<file path="src/rtl/div_issue_ctrl.sv">
// ============================================================================
//  Module   : div_issue_ctrl
//  Purpose  : Issue/retire controller for the iterative 64-bit divider core.
//             Optional last-result cache enabled by DIV_RESULT_CACHE_EN.
//  Revision : 1.0 - initial release
// ============================================================================
`default_nettype none

module div_issue_ctrl (
    input  logic        clk,
    input  logic        reset,
    input  logic        flush,
    input  logic        in_valid,
    output logic        in_ready,
    input  logic [1:0]  in_op,
    input  logic        in_word,
    input  logic [63:0] in_src1,
    input  logic [63:0] in_src2,
    input  logic [4:0]  in_rd,
    output logic        div_valid,
    output logic [63:0] div_a,
    output logic [63:0] div_b,
    output logic        div_signed,
    output logic        div_flush,
    input  logic        div_result_valid,
    input  logic [63:0] div_quotient,
    input  logic [63:0] div_remainder,
    output logic        out_valid,
    input  logic        out_ready,
    output logic [63:0] out_data,
    output logic [4:0]  out_rd,
    output logic        busy
);

    localparam logic [1:0]  c_IDLE   = 2'd0;
    localparam logic [1:0]  c_ISSUE  = 2'd1;
    localparam logic [1:0]  c_WAIT   = 2'd2;
    localparam logic [1:0]  c_DONE   = 2'd3;
    localparam logic [63:0] c_MIN64  = 64'h8000_0000_0000_0000;
    localparam logic [63:0] c_MIN32X = 64'hFFFF_FFFF_8000_0000;
    localparam logic [63:0] c_ONES   = 64'hFFFF_FFFF_FFFF_FFFF;

    function automatic logic [63:0] f_prep(input logic [63:0] src, input logic sgn, input logic word);
        if (!word)    return src;
        else if (sgn) return {{32{src[31]}}, src[31:0]};
        else          return {32'd0, src[31:0]};
    endfunction

    // Every W result is sign-extended from bit 31, unsigned variants included.
    function automatic logic [63:0] f_fmt(input logic [63:0] v, input logic word);
        return word ? {{32{v[31]}}, v[31:0]} : v;
    endfunction

    logic [1:0]  r_state;
    logic [1:0]  w_state_next;
    logic [63:0] r_a, r_b, r_out_data;
    logic        r_signed, r_rem, r_word;
    logic [4:0]  r_rd;

    logic        w_signed, w_div0, w_ovf, w_hit, w_fast, w_accept, w_capture;
    logic [63:0] w_a, w_b, w_spec_q, w_spec_r, w_hit_q, w_hit_r, w_fast_data, w_core_data;

    assign w_signed = ~in_op[0];
    assign w_a      = f_prep(in_src1, w_signed, in_word);
    assign w_b      = f_prep(in_src2, w_signed, in_word);
    assign w_div0   = (w_b == 64'd0);
    assign w_ovf    = w_signed & (w_b == c_ONES) & (w_a == (in_word ? c_MIN32X : c_MIN64));
    assign w_spec_q = w_div0 ? c_ONES : w_a;
    assign w_spec_r = w_div0 ? w_a    : 64'd0;

    assign w_accept  = in_valid & in_ready;
    assign w_capture = (r_state == c_WAIT) & div_result_valid & ~flush;

`ifdef DIV_RESULT_CACHE_EN
    logic        r_cache_valid, r_cache_signed, r_cache_word;
    logic [63:0] r_cache_a, r_cache_b, r_cache_q, r_cache_r;

    // Only completions that survive to capture are remembered.
    always_ff @(posedge clk) begin
        if (reset) begin
            r_cache_valid  <= 1'b0;
            r_cache_signed <= 1'b0;
            r_cache_word   <= 1'b0;
            r_cache_a      <= 64'd0;
            r_cache_b      <= 64'd0;
            r_cache_q      <= 64'd0;
            r_cache_r      <= 64'd0;
        end else if (w_capture) begin
            r_cache_valid  <= 1'b1;
            r_cache_signed <= r_signed;
            r_cache_word   <= r_word;
            r_cache_a      <= r_a;
            r_cache_b      <= r_b;
            r_cache_q      <= div_quotient;
            r_cache_r      <= div_remainder;
        end
    end

    assign w_hit   = r_cache_valid & (r_cache_a == w_a) & (r_cache_b == w_b)
                   & (r_cache_signed == w_signed) & (r_cache_word == in_word);
    assign w_hit_q = r_cache_q;
    assign w_hit_r = r_cache_r;
`else
    assign w_hit   = 1'b0;
    assign w_hit_q = 64'd0;
    assign w_hit_r = 64'd0;
`endif

    assign w_fast      = w_div0 | w_ovf | w_hit;
    assign w_fast_data = f_fmt(in_op[1] ? ((w_div0 | w_ovf) ? w_spec_r : w_hit_r)
                                        : ((w_div0 | w_ovf) ? w_spec_q : w_hit_q), in_word);
    assign w_core_data = f_fmt(r_rem ? div_remainder : div_quotient, r_word);

    always_ff @(posedge clk) begin
        if (reset) r_state <= c_IDLE;
        else       r_state <= w_state_next;
    end

    always_comb begin
        w_state_next = r_state;
        case (r_state)
            c_IDLE:  if (w_accept) w_state_next = w_fast ? c_DONE : c_ISSUE;
            c_ISSUE: w_state_next = c_WAIT;
            c_WAIT:  if (div_result_valid) w_state_next = c_DONE;
            c_DONE:  if (out_ready) w_state_next = c_IDLE;
            default: w_state_next = c_IDLE;
        endcase
        if (flush) w_state_next = c_IDLE;
    end

    always_comb begin
        in_ready  = (r_state == c_IDLE) & ~flush & ~reset;
        div_valid = (r_state == c_ISSUE) & ~flush;
        out_valid = (r_state == c_DONE);
        busy      = (r_state != c_IDLE);
        div_flush = flush;
    end

    always_ff @(posedge clk) begin
        if (reset) begin
            r_a        <= 64'd0;
            r_b        <= 64'd0;
            r_signed   <= 1'b0;
            r_rem      <= 1'b0;
            r_word     <= 1'b0;
            r_rd       <= 5'd0;
            r_out_data <= 64'd0;
        end else if (w_accept) begin
            r_a      <= w_a;
            r_b      <= w_b;
            r_signed <= w_signed;
            r_rem    <= in_op[1];
            r_word   <= in_word;
            r_rd     <= in_rd;
            if (w_fast) r_out_data <= w_fast_data;
        end else if (w_capture) begin
            r_out_data <= w_core_data;
        end
    end

    assign div_a      = r_a;
    assign div_b      = r_b;
    assign div_signed = r_signed;
    assign out_data   = r_out_data;
    assign out_rd     = r_rd;

endmodule

`default_nettype wire

</file>
<file path="config.mk">
export PLATFORM = sky130hd
export DESIGN_NAME = div_issue_ctrl
export DESIGN_NICKNAME = d
export VERILOG_FILES = /design/src/rtl/div_issue_ctrl.sv
export SDC_FILE = /design/constraint.sdc
export NUM_CORES = 1
export LEC_CHECK = 0
export ABC_AREA = 1
export CORE_AREA = 2 2 182 184
export CTS_CLUSTER_DIAMETER = 40
export DETAILED_ROUTE_END_ITERATION = 10
export DIE_AREA = 0 0 184 186
export GPL_TIMING_DRIVEN = 1
export PLACE_DENSITY = 0.63
export RECOVER_POWER = 25
export SYNTH_ARGS = -nofsm -noshare
export SYNTH_HDL_FRONTEND = slang
export SYNTH_SLANG_ARGS = --single-unit
</file>
<file path="constraint.sdc">
create_clock -name clk -period 4.16 [get_ports clk]
set_input_delay 0.624 -clock clk [delete_from_list [all_inputs] [get_ports clk]]
set_output_delay 0.624 -clock clk [all_outputs]
set_load 0.01 [all_outputs]
</file>
== Yosys cells after proc, flatten, opt, wreduce, memory -nomap -nowiden ==
Index checks and enable logic that the tools add are counted.

* Bits in registers: 202
* Bits in latches: 0
* Memory bits (writable): 0
* ROM bits: 0
* Output and inout bits: 203
* Logic and storage cells: 55
* Memories kept: 0

* Add/sub/neg operators: 0
* Multipliers: 0
* Div/mod/pow operators: 0
* Order comparisons: 0
* Equality and inequality tests: 9
* Shift operators: 0
* Mux-type cells: 19
* Bitwise gates (word level): 12
* Reductions and logical operators: 7

{| class="wikitable"
|+ Operator list
! operator !! number
|-
| 2-to-1 mux 64 bit || 13
|-
| == test 64 bit || 1
|-
| == test 64 bit (second input constant) || 1
|-
| logical NOT 64 bit || 1
|-
| 2-to-1 mux 63 bit || 1
|-
| AND 1 bit || 8
|-
| 2-to-1 mux 2 bit || 4
|-
| one-hot mux 2 bit (4 select lines) || 1
|-
| != test 2 bit (second input constant) || 3
|-
| == test 2 bit (second input constant) || 2
|-
| nonzero test 2 bit || 2
|-
| inverter 1 bit || 3
|-
| AND reduction 3 bit || 1
|-
| == test 2 x 1 -> 1 bit (second input constant) || 1
|-
| logical NOT 2 bit || 1
|-
| != test 2 x 1 -> 1 bit (second input constant) || 1
|-
| AND reduction 2 bit || 1
|-
| OR reduction 2 bit || 1
|-
| OR 1 bit || 1
|}

== Logic depth before layout (Yosys ltp) ==
* Depth in word-level cells: 9
* Mapped depth: 19
* Gate-level depth less buffers: 15

== Worst setup path before layout ==
OpenSTA, ideal clock, no wires.

* Path kind: input -> register
* Start point: input flush
* End point: register r_out_data[34] (netlist: out_data[34])
* Arrival: 2.242 ns
* Data required time: 4.046 ns
* Slack: 1.804 ns
* Cell stages on the path: 9
* Buffers on the path: 3
* Path through: nor3_1 > nand2_1 > inv_1 > clkbuf_1 > clkbuf_1 > clkbuf_1 > nand3_1 > a21oi_1 > nor2_1

* Cells in the longest elaborated chain, start to end: 6
* Elaborated cells on any way between the ends: 9
* Those cells by class: eq/ne (1); mux (1); bitwise (5); reduce/logical (2)

{| class="wikitable"
|+ RTL lines
! item !! RTL line !! source
|-
| start: declaration || 12 || <nowiki>input logic flush,</nowiki>
|-
| inverter 1 bit (*) || 72, 132 ||
|-
| AND 1 bit (2 in a row) || 132 || <nowiki>in_ready = (r_state == c_IDLE) & ~flush & ~reset;</nowiki>
|-
| AND 1 bit || 71 || <nowiki>assign w_accept = in_valid & in_ready;</nowiki>
|-
| != test 2 bit (no source line) or nonzero test 2 bit (tied branches) || -- ||
|-
| AND reduction 2 bit (no source line) || -- ||
|-
| end signal: assignment || 155 || <nowiki>if (w_fast) r_out_data <= w_fast_data;</nowiki>
|-
| end signal: assignment || 157 || <nowiki>r_out_data <= w_core_data;</nowiki>
|-
| end: declaration || 56 || <nowiki>logic [63:0] r_a, r_b, r_out_data;</nowiki>
|}

Every way passes the cells marked *; elsewhere a longest branch is shown, timed or not.
A chain may end at the register's enable or synchronous reset.

== Worst setup path in the final report ==
* Start point: input in_word
* End point: register r_out_data[43] (netlist: out_data[43])

* Cells in the longest elaborated chain, start to end: 7
* Elaborated cells on any way between the ends: 17
* Those cells by class: eq/ne (3); mux (9); bitwise (3); reduce/logical (2)

{| class="wikitable"
|+ RTL lines
! item !! RTL line !! source
|-
| start: declaration || 16 || <nowiki>input logic in_word,</nowiki>
|-
| 2-to-1 mux 64 bit || 44 || <nowiki>if (!word) return src;</nowiki>
|-
| == test 64 bit or logical NOT 64 bit (tied branches) || 67, 66 ||
|-
| AND 1 bit (tied with other cells) || 67 || <nowiki>assign w_ovf = w_signed & (w_b == c_ONES) & (w_a == (in_word ? c_MIN32X : c_MIN64));</nowiki>
|-
| AND 1 bit or 2-to-1 mux 64 bit (tied branches) || 67, 110 ||
|-
| OR 1 bit or 2-to-1 mux 64 bit (tied branches) || -- ||
|-
| != test 2 bit (no source line) or 2-to-1 mux 64 bit (tied branches) || -- ||
|-
| AND reduction 2 bit (no source line) or 2-to-1 mux 64 bit (tied branches) || -- ||
|}

Several ways; a longest one is shown, not always the timed one. The select of a mux whose other input is x is not followed.

==> impl_metrics.py <==
metrics = {
    "route": {
        "vias": 13060,
        "wirelength_mm": 47.44,
        "drt_iter0_drc": 1097,
        "via_per_inst": 5.064,
        "drt_pass1_iterations": 7,
        "wl_per_cell_um": 18.40,
        "antenna_left": 0,
        "drc": 0,
    },
    "global_route": {
        "grt-ovfl-total": 0,
        "grt_usage_pct": 26.54,
        "grt_pass1_vias": 12120,
        "grt_pass1_wl_mm": 70.44,
        "antenna_found_initial": 6,
        "grt_max_degree": 160,
    },
    "cts": {
        "clock-root-buffer": "clkbuf_16",
        "clock_path_buffers": 3,
        "cts_tree": "built",
        "ctsHoldBuffers": 0,
        "h-tree-depth": 2,
        "clk_latency_ps": 530,
        "cts_buffers": 42,
        "post-cts-setup-buffers": 0,
        "cts_sinks": 202,
        "cts.clk_slew.worst_paths_ps": 50,
        "ctsResizeCount": 0,
    },
    "die": {
        "die_h_um": 186,
        "die_w_um": 184,
        "core_area_um2": 32210,
        "io_pins": 473,
        "rows": 66,
        "die_area_um2": 34220,
        "initial_utilization_pct": 33.69,
    },
    "cells_and_area": {
        "layout.nets": 2410,
        "drive_above_1_share_pct": 5.312,
        "fill_cells": 3207,
        "mostFrequentLayoutCells": "531 x nand2_1, 375 x clkdlybuf4s50_1, 231 x nor2_1, 201 x dfxtp_1, 187 x o21ai_0",
        "layout_commonest_cell": "nand2_1",
        "fin_cells": 2578,
        "layout-area-overhead-vs-synth_pct": 57.70,
    },
    "hold_path": {
        "hold_path.class": "reg -> reg",
        "holdPathEnd": "div_b[16]",
        "hold_depth": 2,
        "hp-start": "div_b[16]",
    },
    "timing": {
        "final_max_slew_viol_count": 68,
        "hold_violations": 0,
        "rsz0062_at_grt": "no",
        "min_period_ps": 3140,
        "setup_violations": 0,
        "fin_tns_setup_ps": 0,
        "slew_headroom_pct": -2.174,
        "finClkSkew_ps": 25.20,
        "max_freq_mhz": 318.5,
        "fin_crit_sh_pct": 75.47,
        "tightest_slew_ps": 1533,
    },
    "pwr": {
        "power.total_mw": 6.488,
        "p_leak_nw": 7.216,
        "pwr_density_cell_nw_per_um2": 379.2,
        "ir_worst_vdd_mv": 0.2726,
    },
    "logic_synthesis": {
        "synthCells": 1741,
        "ys_ff_latch": 202,
        "yosysWarnings": 0,
        "syn-num-nets": 2016,
        "syn_avg_cell_area_um2": 6.232,
        "syn_area_um2": 10850,
        "yosysUniqueCellTypes": 30,
        "seq_area_frac_synth_pct": 37.27,
    },
    "setup_path": {
        "critPathMaxStageDelay_ps": 710,
        "cp_cell_sequence": "clkdlybuf4s50_1 > inv_4 > buf_12 > nand2_1 > nand2_1 > nor2_1 > nand2_1 > nor2_1 > nand2_1 > nor2_1 > nand3_1 > nand3_1 > nand2_4 > buf_4 > nand2_1 > nand2_1 > nor2_1",
        "endpoint_kind": "flip-flop",
        "worst-path-max-fanout": 95,
        "cp_common_cell": "nand2_1",
        "critical_path_arrival_ps": 3540,
        "worstSetupPathType": "in -> reg",
        "timing.rr.end": "out_data[43]",
        "critPathRequiredTime_ps": 4560,
        "r2r_slack_ps": 1060,
        "slowest_stage": "buf_4",
        "rr_startpoint": "r_state[0]",
        "r2r_cells": 12,
        "cp-start-kind": "input port",
    },
    "place": {
        "place_hpwl_mm": 34.23,
        "port_buffers": 472,
        "place.gp.congestion": 0.9364,
        "placed_cells": 2499,
    },
    "status": {
        "status": "complete, but fails checks",
        "violations": "max-capacitance violations, max-slew violations",
    },
    "run": {
        "cap_violations": 1,
    },
}
routing by layer:
layer  wire (µm)  up-vias  track usage, %
li1            -     6535               -
met1       20750     5942           35.41
met2       21950      509           42.97
met3        3707       67           5.948
met4        1013        2           7.584
met5          13        -               0
cells by family (layout without fill, tap and decap cells):
kind of cell / Yosys count / in the layout / synth area share, %
buffers and inverters: 210 / 634 / 8.107
and+or+nand+nor: 869 / 869 / 31.56
adders and majority gates: 5 / 5 / 0.5766
AOI/OAI and AO/OA: 455 / 455 / 22.49
DFF: 202 / 202 / 37.27
other: 0 / 5 / 0
sequential cells by signal, summed over array words and instances, names as in the netlist:
signal      cells
out_rd          5
r_word          1
div_a          64
div_signed      1
out_data       64
r_state         2
r_rem           1
div_b          64
synthesized netlist by cell type, drive strengths merged:
master | count | share of area, %
nand2 | 540 | 19
nor3 | 3 | 0.14
a21oi | 167 | 7.7
nand3 | 80 | 3.7
o22ai | 1 | 0.058
clkinv | 2 | 0.069
inv | 63 | 2.2
dfxtp | 202 | 37
nor2 | 232 | 8.0
buf | 32 | 1.9
nand4 | 7 | 0.40
o21bai | 1 | 0.069
a31oi | 59 | 3.4
clkbuf | 113 | 3.9
o21ai | 193 | 8.9
o31ai | 32 | 2.2
nor4 | 3 | 0.17
or2 | 3 | 0.17
o21a | 2 | 0.14
nand3b | 1 | 0.069
ha | 5 | 0.58
stage by stage:
| stage | utilization [%] | hold WS, ps | worst slack, ps | area [µm²] |
|---|---|---|---|---|
| floorplan | - | 490.0 | 1804 | 10850 |
| global placement | 48.78 | 451.3 | 516.0 | 15710 |
| detailed placement | 48.78 | 454.5 | 507.3 | 15710 |
| CTS | 53.10 | 461.9 | 984.6 | 17100 |
| global route | 53.13 | 478.0 | 773.6 | 17110 |
| finish | 53.13 | 458.8 | 1020 | 17110 |
worst max-delay path by stage:
stage                        from           end  slack [ps]
final                     in_word  out_data[43]        1020
after CTS                 in_word  out_data[43]         980
after detailed placement    flush  out_data[55]         510
after global routing      in_word  out_data[17]         770
after global placement      flush  out_data[31]         520
after floorplan             flush  out_data[34]        1800
where the power goes:
| group | internal (mW) | switching (mW) |
|---|---|---|
| Clock | 2.14 | 1.13 |
| Sequential | 2.03 | 0.0461 |
| Combinational | 0.541 | 0.598 |
area by class of cell:
type,count,area (µm²),area share (%)
multi-input cells,1329,5949,34.77
clock inverters,19,198.9,1.163
inverters,65,256.5,1.499
well taps,408,510.5,2.983
clock buffers,55,1191,6.961
flip-flops and latches,202,4045,23.64
diodes,5,12.51,0.07312
repair buffers,495,4947,28.91
critical path, delay by kind of cell:
family / cells / cell delay, ps
buf+inv: 4 / 1620
simple gates: 13 / 1220
(Power assumes the default switching activity.)
